### config.mk
export PLATFORM = sky130hd
export DESIGN_NAME = output_spike_monitor
export DESIGN_NICKNAME = d
export VERILOG_FILES = /design/src/rtl/output_spike_monitor.sv
export SDC_FILE = /design/constraint.sdc
export NUM_CORES = 1
export LEC_CHECK = 0
export BUFFER_PORTS_ARGS = -buffer_cell sky130_fd_sc_hd__buf_4
export CAP_MARGIN = 5
export CORE_MARGIN = 3
export CORE_UTILIZATION = 60
export CTS_CLUSTER_SIZE = 12
export DETAILED_ROUTE_END_ITERATION = 12
export GPL_TIMING_DRIVEN = 0
export PLACE_DENSITY_LB_ADDON = 0.25
export SLEW_MARGIN = 20
export SYNTH_ARGS = -nofsm -noshare
export SYNTH_HDL_FRONTEND = slang
export SYNTH_SLANG_ARGS = --single-unit
### constraint.sdc
create_clock -name system_clock -period 3.05 [get_ports system_clock]
set_input_delay 0.1525 -clock system_clock [delete_from_list [all_inputs] [get_ports system_clock]]
set_output_delay 0.1525 -clock system_clock [all_outputs]
set_load 0.05 [all_outputs]
### src/rtl/output_spike_monitor.sv
// Counts output-layer spikes per neuron over windows of SNN time steps and
// queues one {count0, count1, window index} result per window in a small FIFO.
module output_spike_monitor #(
    parameter int CNT_W      = 8,
    parameter int FIFO_DEPTH = 4
) (
    input  logic             system_clock,
    input  logic             reset,
    input  logic             enable,
    input  logic             delay_clk,
    input  logic [1:0]       output_spikes,
    input  logic [7:0]       window_len,
    input  logic             count_ready,
    output logic             count_valid,
    output logic [CNT_W-1:0] spike_count0,
    output logic [CNT_W-1:0] spike_count1,
    output logic [7:0]       window_index,
    output logic             overflow
);

    localparam int AW = (FIFO_DEPTH > 1) ? $clog2(FIFO_DEPTH) : 1;

    typedef enum logic {IDLE, RUN} state_t;

    typedef struct packed {
        logic [CNT_W-1:0] c0;
        logic [CNT_W-1:0] c1;
        logic [7:0]       idx;
    } entry_t;

    state_t           state_q, state_d;
    logic             delayClk_q;
    logic [7:0]       step_q, step_d;
    logic [7:0]       len_q, len_d;
    logic             fresh_q, fresh_d;
    logic [CNT_W-1:0] cnt0_q, cnt0_d, cnt1_q, cnt1_d;
    logic [7:0]       winIdx_q, winIdx_d;
    logic [AW-1:0]    rdPtr_q, rdPtr_d, wrPtr_q, wrPtr_d;
    logic [AW:0]      occ_q, occ_d;
    logic             overflow_q, overflow_d;
    entry_t           mem [FIFO_DEPTH];

    logic             tick, countTick, close, full, push, pop;
    logic [7:0]       effLen, stepInc;
    logic [CNT_W-1:0] sat0, sat1;
    entry_t           newEntry, head;

    // fresh_q marks a window start, where window_len is taken live and latched;
    // the 8-bit step wrap makes window_len=0 close on the 256th step.
    always_comb begin
        state_d    = enable ? RUN : IDLE;
        tick       = delay_clk & ~delayClk_q;
        countTick  = tick && (state_q == RUN);
        effLen     = fresh_q ? window_len : len_q;
        stepInc    = step_q + 8'd1;
        sat0       = (cnt0_q == '1) ? cnt0_q : cnt0_q + CNT_W'(output_spikes[0]);
        sat1       = (cnt1_q == '1) ? cnt1_q : cnt1_q + CNT_W'(output_spikes[1]);
        close      = countTick && (stepInc == effLen);
        full       = (occ_q == (AW+1)'(FIFO_DEPTH));
        pop        = count_valid && count_ready;
        push       = close && (!full || pop);
        newEntry   = '{c0: sat0, c1: sat1, idx: winIdx_q};

        step_d     = step_q;
        len_d      = len_q;
        fresh_d    = fresh_q;
        cnt0_d     = cnt0_q;
        cnt1_d     = cnt1_q;
        winIdx_d   = winIdx_q;
        overflow_d = overflow_q | (close && full && !pop);
        rdPtr_d    = pop  ? rdPtr_q + AW'(1) : rdPtr_q;
        wrPtr_d    = push ? wrPtr_q + AW'(1) : wrPtr_q;

        if (countTick) begin
            fresh_d = 1'b0;
            len_d   = effLen;
            step_d  = stepInc;
            cnt0_d  = sat0;
            cnt1_d  = sat1;
        end
        if (close) begin
            fresh_d  = 1'b1;
            step_d   = '0;
            cnt0_d   = '0;
            cnt1_d   = '0;
            winIdx_d = winIdx_q + 8'd1;
        end

        occ_d = occ_q;
        if (push && !pop)
            occ_d = occ_q + (AW+1)'(1);
        else if (pop && !push)
            occ_d = occ_q - (AW+1)'(1);
    end

    always_ff @(posedge system_clock) begin
        if (reset) begin
            state_q    <= IDLE;
            delayClk_q <= 1'b0;
            step_q     <= '0;
            len_q      <= '0;
            fresh_q    <= 1'b1;
            cnt0_q     <= '0;
            cnt1_q     <= '0;
            winIdx_q   <= '0;
            rdPtr_q    <= '0;
            wrPtr_q    <= '0;
            occ_q      <= '0;
            overflow_q <= 1'b0;
        end else begin
            state_q    <= state_d;
            delayClk_q <= delay_clk;
            step_q     <= step_d;
            len_q      <= len_d;
            fresh_q    <= fresh_d;
            cnt0_q     <= cnt0_d;
            cnt1_q     <= cnt1_d;
            winIdx_q   <= winIdx_d;
            rdPtr_q    <= rdPtr_d;
            wrPtr_q    <= wrPtr_d;
            occ_q      <= occ_d;
            overflow_q <= overflow_d;
        end
    end

    // Storage needs no reset: the head is masked whenever occupancy is zero.
    always_ff @(posedge system_clock) begin
        if (!reset && push)
            mem[wrPtr_q] <= newEntry;
    end

    always_comb begin
        head         = mem[rdPtr_q];
        count_valid  = (occ_q != '0);
        spike_count0 = count_valid ? head.c0  : '0;
        spike_count1 = count_valid ? head.c1  : '0;
        window_index = count_valid ? head.idx : '0;
        overflow     = overflow_q;
    end

endmodule

==> results by group, run 1 <==
Run status
  • Status: finished, final reports clean

Clock tree
  • Clock-pin slew on the worst setup and hold paths: 60 ps
  • CTS sink cnt: 149
  • H-tree depth: 4
  • Clock Path Buffers: 2
  • Clock root cell: clkbuf_8
  • Worst skew pair latency: 520 ps
  • CTS Buf Count: 17
  • CTS tree: yes

Global routing
  • Number of global-route vias before repair: 4163
  • First-pass GRT wire length: 21200 um
  • Gr ovfl total: 0
  • Global-route usage over all layers: 24.0%
  • Pin count of the biggest net entering global routing: 25
  • Initial antenna violation count: 0

STA
  • RSZ-0062 raised after global routing: no
  • Slew Viols, Final: 0
  • Post-route clock period utilization: 94.9%
  • Clk_skew: 8.15 ps
  • Fmax: 345 MHz
  • Crit path time final: 2890 ps
  • Slew margin rel.: 53.5%
  • Final Hold Vio Count: 0
  • Setup Viol. Count Final: 0
  • Worst-Margin Slew: 697 ps
  • Setup_tns: 0 ps
  • Final worst slack: 155 ps

Placed design
  • # port buffers: 40
  • Final GP Congestion: 0.817
  • Setup slack at placement: -191 ps
  • HPWL Detailed: 8130 um

Logic synthesis
  • Synth Warn #: 0
  • Sequential area share after synthesis: 61.2%
  • Synth Flop Type: edfxtp_1
  • EDFF count, synth: 96
  • Cells after Synth: 500
  • Synth Register Bits: 149
  • Most common cell in the netlist: edfxtp_1
  • Distinct cells, synth: 44
  • Cell Area, Synth: 6450 um^2
  • Top-area cell type share of the netlist area: 44.7%
  • Top post-synthesis cells by area: edfxtp_1 45%, dfxtp_1 16%, mux4_2 8.4%, nand2_1 3.3%, and2_1 2.9%
  • Post-synth top area cell: edfxtp_1
  • Syn Nets: 527
  • Post-synth top cells: 96 x edfxtp_1, 57 x nand2_1, 53 x dfxtp_1
  • Ys async rst share: 0%
  • Syn Area/Cell: 12.9 um^2

Final layout
  • Filler instances: 678
  • Number of diodes: 0
  • Final net count: 597
  • Area growth, synth to finish: 19.0%
  • Post-Route Utilization: 74.0%
  • Ratio of cells with drive above 1 in the final layout: 21.8%

Routing
  • Final ANT Viol Nets: 0
  • Starting DRT DRC Count: 311
  • DRC viols: 0
  • Final WL: 13400 um
  • Vias/cell: 5.89
  • Via count: 4236
  • Initial DRT Pass Iterations: 5
  • Routed len/inst: 18.7 um

Power and ir drop
  • Leakage power: 2.77 nW
  • Pwr dens: 775 nW/um^2
  • Worst IR drop on VDD: 650 uV
  • Final total power: 5.94 mW

Worst setup path
  • Arrival @ worst endpoint: 3350 ps
  • Critical path, cell by cell: ha_2, and3_4, xnor3_1, nor2_2, nand4_1, nor2_1, ha_2, inv_1, fa_1, xor2_1, or3_1, a21oi_1
  • Worst-path maximum fanout: 5
  • Required @ worst endpoint: 3500 ps
  • Worst setup path category: register to register
  • Startpoint Class: register
  • Setup crit end kind: register
  • Max incr delay on CP: 380 ps
  • CP max stage cell: dfxtp_4
  • CP dominant cell by count: ha_2

Floorplanning
  • Die width: 110 um
  • Num rows: 37
  • Starting Density: 62.2%
  • Core footprint: 10400 um^2
  • Die H: 110 um
  • Number of top-level pins: 41
  • Die area: 12000 um^2

Job
  • Max-cap violation count: 0

Worst hold path
  • HP Class: input port to register
## worst paths after layout
path | start | slack [ps] | end | depth (start not counted)
max | step_q[0] | 160 | occ_q[2] | 12
min | count_ready | 80 | rdPtr_q[1] | 4
max reg2reg | step_q[0] | 160 | occ_q[2] | 12
min reg2reg | len_q[2] | 460 | len_q[2] | 2
## sequential cells by signal, indices dropped and copies added (netlist names), named ones only
name and count:
delayClk_q 1, mem 96, rdPtr_q 2, overflow 1
occ_q 3, winIdx_q 8, wrPtr_q 2, len_q 8
step_q 8, fresh_q 1, cnt0_q 8, state_q 1
cnt1_q 8
## per-stage QoR
stage	hold WS [ps]	area [um^2]	cells
detailed placement	380	6920	676
global placement	363	6920	676
floorplan	281	6450	500
finish	75.9	7670	719
CTS	62.4	7650	720
global route	77.0	7670	719
## worst max-delay path, delay by kind of cell (launching register included)
kind                     cells  cell delay (ps)
buffers and inverters        1               50
flip-flops                   1              380
AND/OR/NAND/NOR              5              970
AO/OA/AOI/OAI                1              150
XOR/XNOR                     2              470
adder cells (fa/ha/maj)      3              800
## final cells by class
cell class	count	area [um^2]	share of cell area, %
buffer	25	121	1.58
clock buffer	19	442	5.76
clock inverter	13	146	1.91
inverter	9	33.8	0.440
multi-input combinational	316	2390	31.2
sequential	149	3950	51.5
tap	136	170	2.22
timing repair buffer	52	415	5.41
## routing by layer
| layer | share of wire [%] | GRT usage, % |
|---|---|---|
| met1 | 39 | 29.4 |
| met4 | 2.2 | 11.0 |
| met2 | 53 | 41.1 |
| met5 | 0 | 0 |
| met3 | 5.0 | 4.76 |
## cells by family after synthesis
group / after synthesis / synth area share [%]
simple gates: 175 / 13.4
mux: 36 / 10.3
flops: 149 / 61.2
fa+ha+maj: 12 / 2.45
buf+inv: 35 / 2.23
compound gates: 64 / 5.90
xor+xnor: 29 / 4.58
## report_power, final
part / switching (mW) / internal (mW)
registers: 0.0344 / 2.17
logic: 1.11 / 0.600
clock network: 0.810 / 1.22
total: 1.96 / 3.99
## cells in the final DEF, fill, tap and decap left out, drive strengths merged, types with 12 or more instances in the layout
cell type  instances
nand3             14
buf               48
dfxtp             53
nor2              35
xor2              12
nand2             57
xnor2             14
mux4              24
and2              30
clkbuf            36
inv               12
o21ai             15
edfxtp            96
a21oi             34
## timing repair
| item | in CTS | in global routing |
|---|---|---|
| buffers inserted | 2 | 0 |
| pin swaps | 1 | 3 |
| endpoints found under the hold margin | 10 | 0 |
| gates resized for setup | 7 | 11 |
| hold buffers | 10 | 0 |
| endpoints found under the setup margin | 115 | 97 |
Note: power is estimated with default switching activity, not from simulation.
==> run 2, diff against run 1 <==
Settings changed: CAP_MARGIN 5 to default, CORE_UTILIZATION 60 to 56, CTS_CLUSTER_DIAMETER from default to 40.
==> results by group, run 2 (synthesis results as in run 1) <==
Run status
  • Status: finished, final reports clean

Placed design
  • Dpl cells: 680 (+0.59%)
  • Placed inst area: 6930 um^2 (about the same)
  • # port buffers: 40 (unchanged)
  • HPWL Detailed: 8110 um (-0.27%)
  • Setup slack at placement: -135 ps (+56.6 ps)
  • Final GP Congestion: 0.812 (-0.51%)

Global routing
  • Gr ovfl total: 0 (unchanged)
  • Pin count of the biggest net entering global routing: 25 (unchanged)
  • Global-route usage over all layers: 21.1% (-2.8 points)
  • Number of global-route vias before repair: 4115 (-1.2%)
  • Initial antenna violation count: 0 (unchanged)
  • First-pass GRT wire length: 20800 um (-2.0%)

Job
  • Max-cap violation count: 0 (unchanged)

Clock tree
  • Clock Path Buffers: 2 (unchanged)
  • CTS Buf Count: 17 (unchanged)
  • Worst skew pair latency: 420 ps (-100 ps)
  • Clock-pin slew on the worst setup and hold paths: 60 ps (about the same)
  • CTS tree: yes
  • Clock root cell: clkbuf_16
  • H-tree depth: 4 (unchanged)
  • CTS sink cnt: 149 (unchanged)

Worst setup path
  • Worst setup path category: register to register
  • Required @ worst endpoint: 3390 ps (-110 ps)
  • Max incr delay on CP: 410 ps (+30 ps)
  • Worst setup path start: step_q[0]
  • CP max stage cell: dfxtp_2
  • Reg2reg start: step_q[0]
  • Setup crit end kind: register
  • Critical path, cell by cell: ha_4, and3_1, xnor3_1, nor2_2, nand4_1, nor2_1, ha_1, inv_1, fa_1, xor2_1, or3_1, a21oi_1
  • Arrival @ worst endpoint: 3270 ps (-80 ps)
  • Startpoint Class: register
  • Worst-path maximum fanout: 5 (unchanged)

STA
  • RSZ-0062 raised after global routing: yes
  • Setup Viol. Count Final: 0 (unchanged)
  • Final hold slack: 153 ps (+76.8 ps)
  • Slew margin rel.: 55.8% (+2.3 points)
  • Post-route clock period utilization: 96.0% (+1.1 points)
  • Final Hold Vio Count: 0 (unchanged)
  • Fmax: 341 MHz (-1.2%)
  • Slew Viols, Final: 0 (unchanged)
  • Crit path time final: 2930 ps (+33.9 ps)
  • Final worst slack: 121 ps (-33.9 ps)
  • Worst-Margin Slew: 663 ps (-34.4 ps)
  • Clk_skew: 11.1 ps (+2.93 ps)

Floorplanning
  • Die area: 12800 um^2 (+6.7%)
  • Die H: 113 um (+3.3%)
  • Starting Density: 58.5% (-3.7 points)
  • Core footprint: 11000 um^2 (+6.4%)
  • Num rows: 38 (+2.7%)
  • Die width: 113 um (+3.3%)
  • Number of top-level pins: 41 (unchanged)

Power and ir drop
  • Pwr dens: 799 nW/um^2 (+3.1%)
  • Final total power: 6.15 mW (+3.5%)
  • Worst IR drop on VDD: 785 uV (+21%)
  • Leakage power: 2.78 nW (+0.70%)

Final layout
  • Most common cell after layout, fill and taps aside: edfxtp_1
  • Area growth, synth to finish: 19.5%
  • Design area: 7710 um^2 (+0.42%)
  • Commonest cells after routing, fill and taps aside: 96 x edfxtp_1, 57 x nand2_1, 50 x dfxtp_1, 41 x buf_4
  • Number of diodes: 0 (unchanged)
  • Largest register FFs: 96 (unchanged)
  • Filler instances: 771 (+14%)
  • Ratio of cells with drive above 1 in the final layout: 21.0% (-0.82 points)
  • Final net count: 596 (-0.17%)
  • Largest Register: mem
  • Fin cells: 722 (+0.42%)

Routing
  • Final ANT Viol Nets: 0 (unchanged)
  • DRC viols: 0 (unchanged)
  • Starting DRT DRC Count: 201 (-35%)
  • Initial DRT Pass Iterations: 5 (unchanged)
  • Vias/cell: 5.70 (-3.3%)
  • Routed len/inst: 17.7 um (-4.9%)
  • Final WL: 12800 um (-4.5%)
  • Via count: 4112 (-2.9%)

Worst hold path
  • HP Class: input port to register
  • Hold Startpoint: count_ready
## run 2: cell types whose count changed in the layout (fill, tap and decap cells not counted), sizes merged
cell / previous run / this run
clkbuf: 36 / 38
clkinvlp: 2 / 4
bufinv: 2 / 4
buf: 48 / 47
clkinv: 6 / 2
clkdlybuf4s15: 2 / 0
## run 2: stage by stage
step | setup TNS (ps) | utilization (%)
floorplan | 0 | -
global placement | -34340 | 62.8
detailed placement | -2700 | 62.8
CTS | 0 | 69.7
global route | -57.0 | 69.9
finish | 0 | 69.9
## run 2: final cells by class
cell class                 instances  area, um^2  area share, %
clock buffer                      19         443           5.75
tap                              140         175           2.27
inverter                           9        33.8          0.438
clock inverter                    13         196           2.55
sequential                       149        3950           51.2
buffer                            25         109           1.41
multi-input combinational        316        2390           31.1
timing repair buffer              51         408           5.29
## run 2: report_power, final
group          switching, mW  total [mW]  internal (mW)  leakage [nW]
clock network          0.845        2.25           1.40         0.298
logic                   1.11        1.70          0.590          1.14
registers             0.0333        2.20           2.17          1.35
total                   1.99        6.15           4.16          2.78
## run 2: what timing repair did
| action | 4_1_cts | 5_1_grt |
|---|---|---|
| buffers inserted | 1 | 0 |
| endpoints found under the setup margin | 97 | 117 |
| resized for setup | 3 | 12 |
| hold buffers | 10 | 0 |
| pin swaps | 1 | 2 |
| endpoints found under the hold margin | 10 | 0 |
## run 2: metal layers
layer	part of all wire (%)	wire, um	track usage, %	vias up
li1	-	-	-	1959
met2	51	6480	35.9	117
met5	0	0	0	-
met4	1.4	180	8.09	0
met1	43	5520	27.2	2020
met3	4.9	622	3.85	16
## run 2: path summary, 6_finish.rpt
| path | to | slack [ps] | cells after the start |
|---|---|---|---|
| min reg2reg | len_q[0] | 450 | 2 |
| max reg2reg | occ_q[2] | 120 | 12 |
| max | occ_q[2] | 120 | 12 |
| min | register | 150 | 4 |
## run 2: worst max-delay path: cells and delay by family, from the launching register on
family | cells | cell delay [ps]
buf+inv | 1 | 60
fa+ha+maj | 3 | 760
xor+xnor | 2 | 490
simple gates | 5 | 1000
flops | 1 | 410
compound gates | 1 | 130
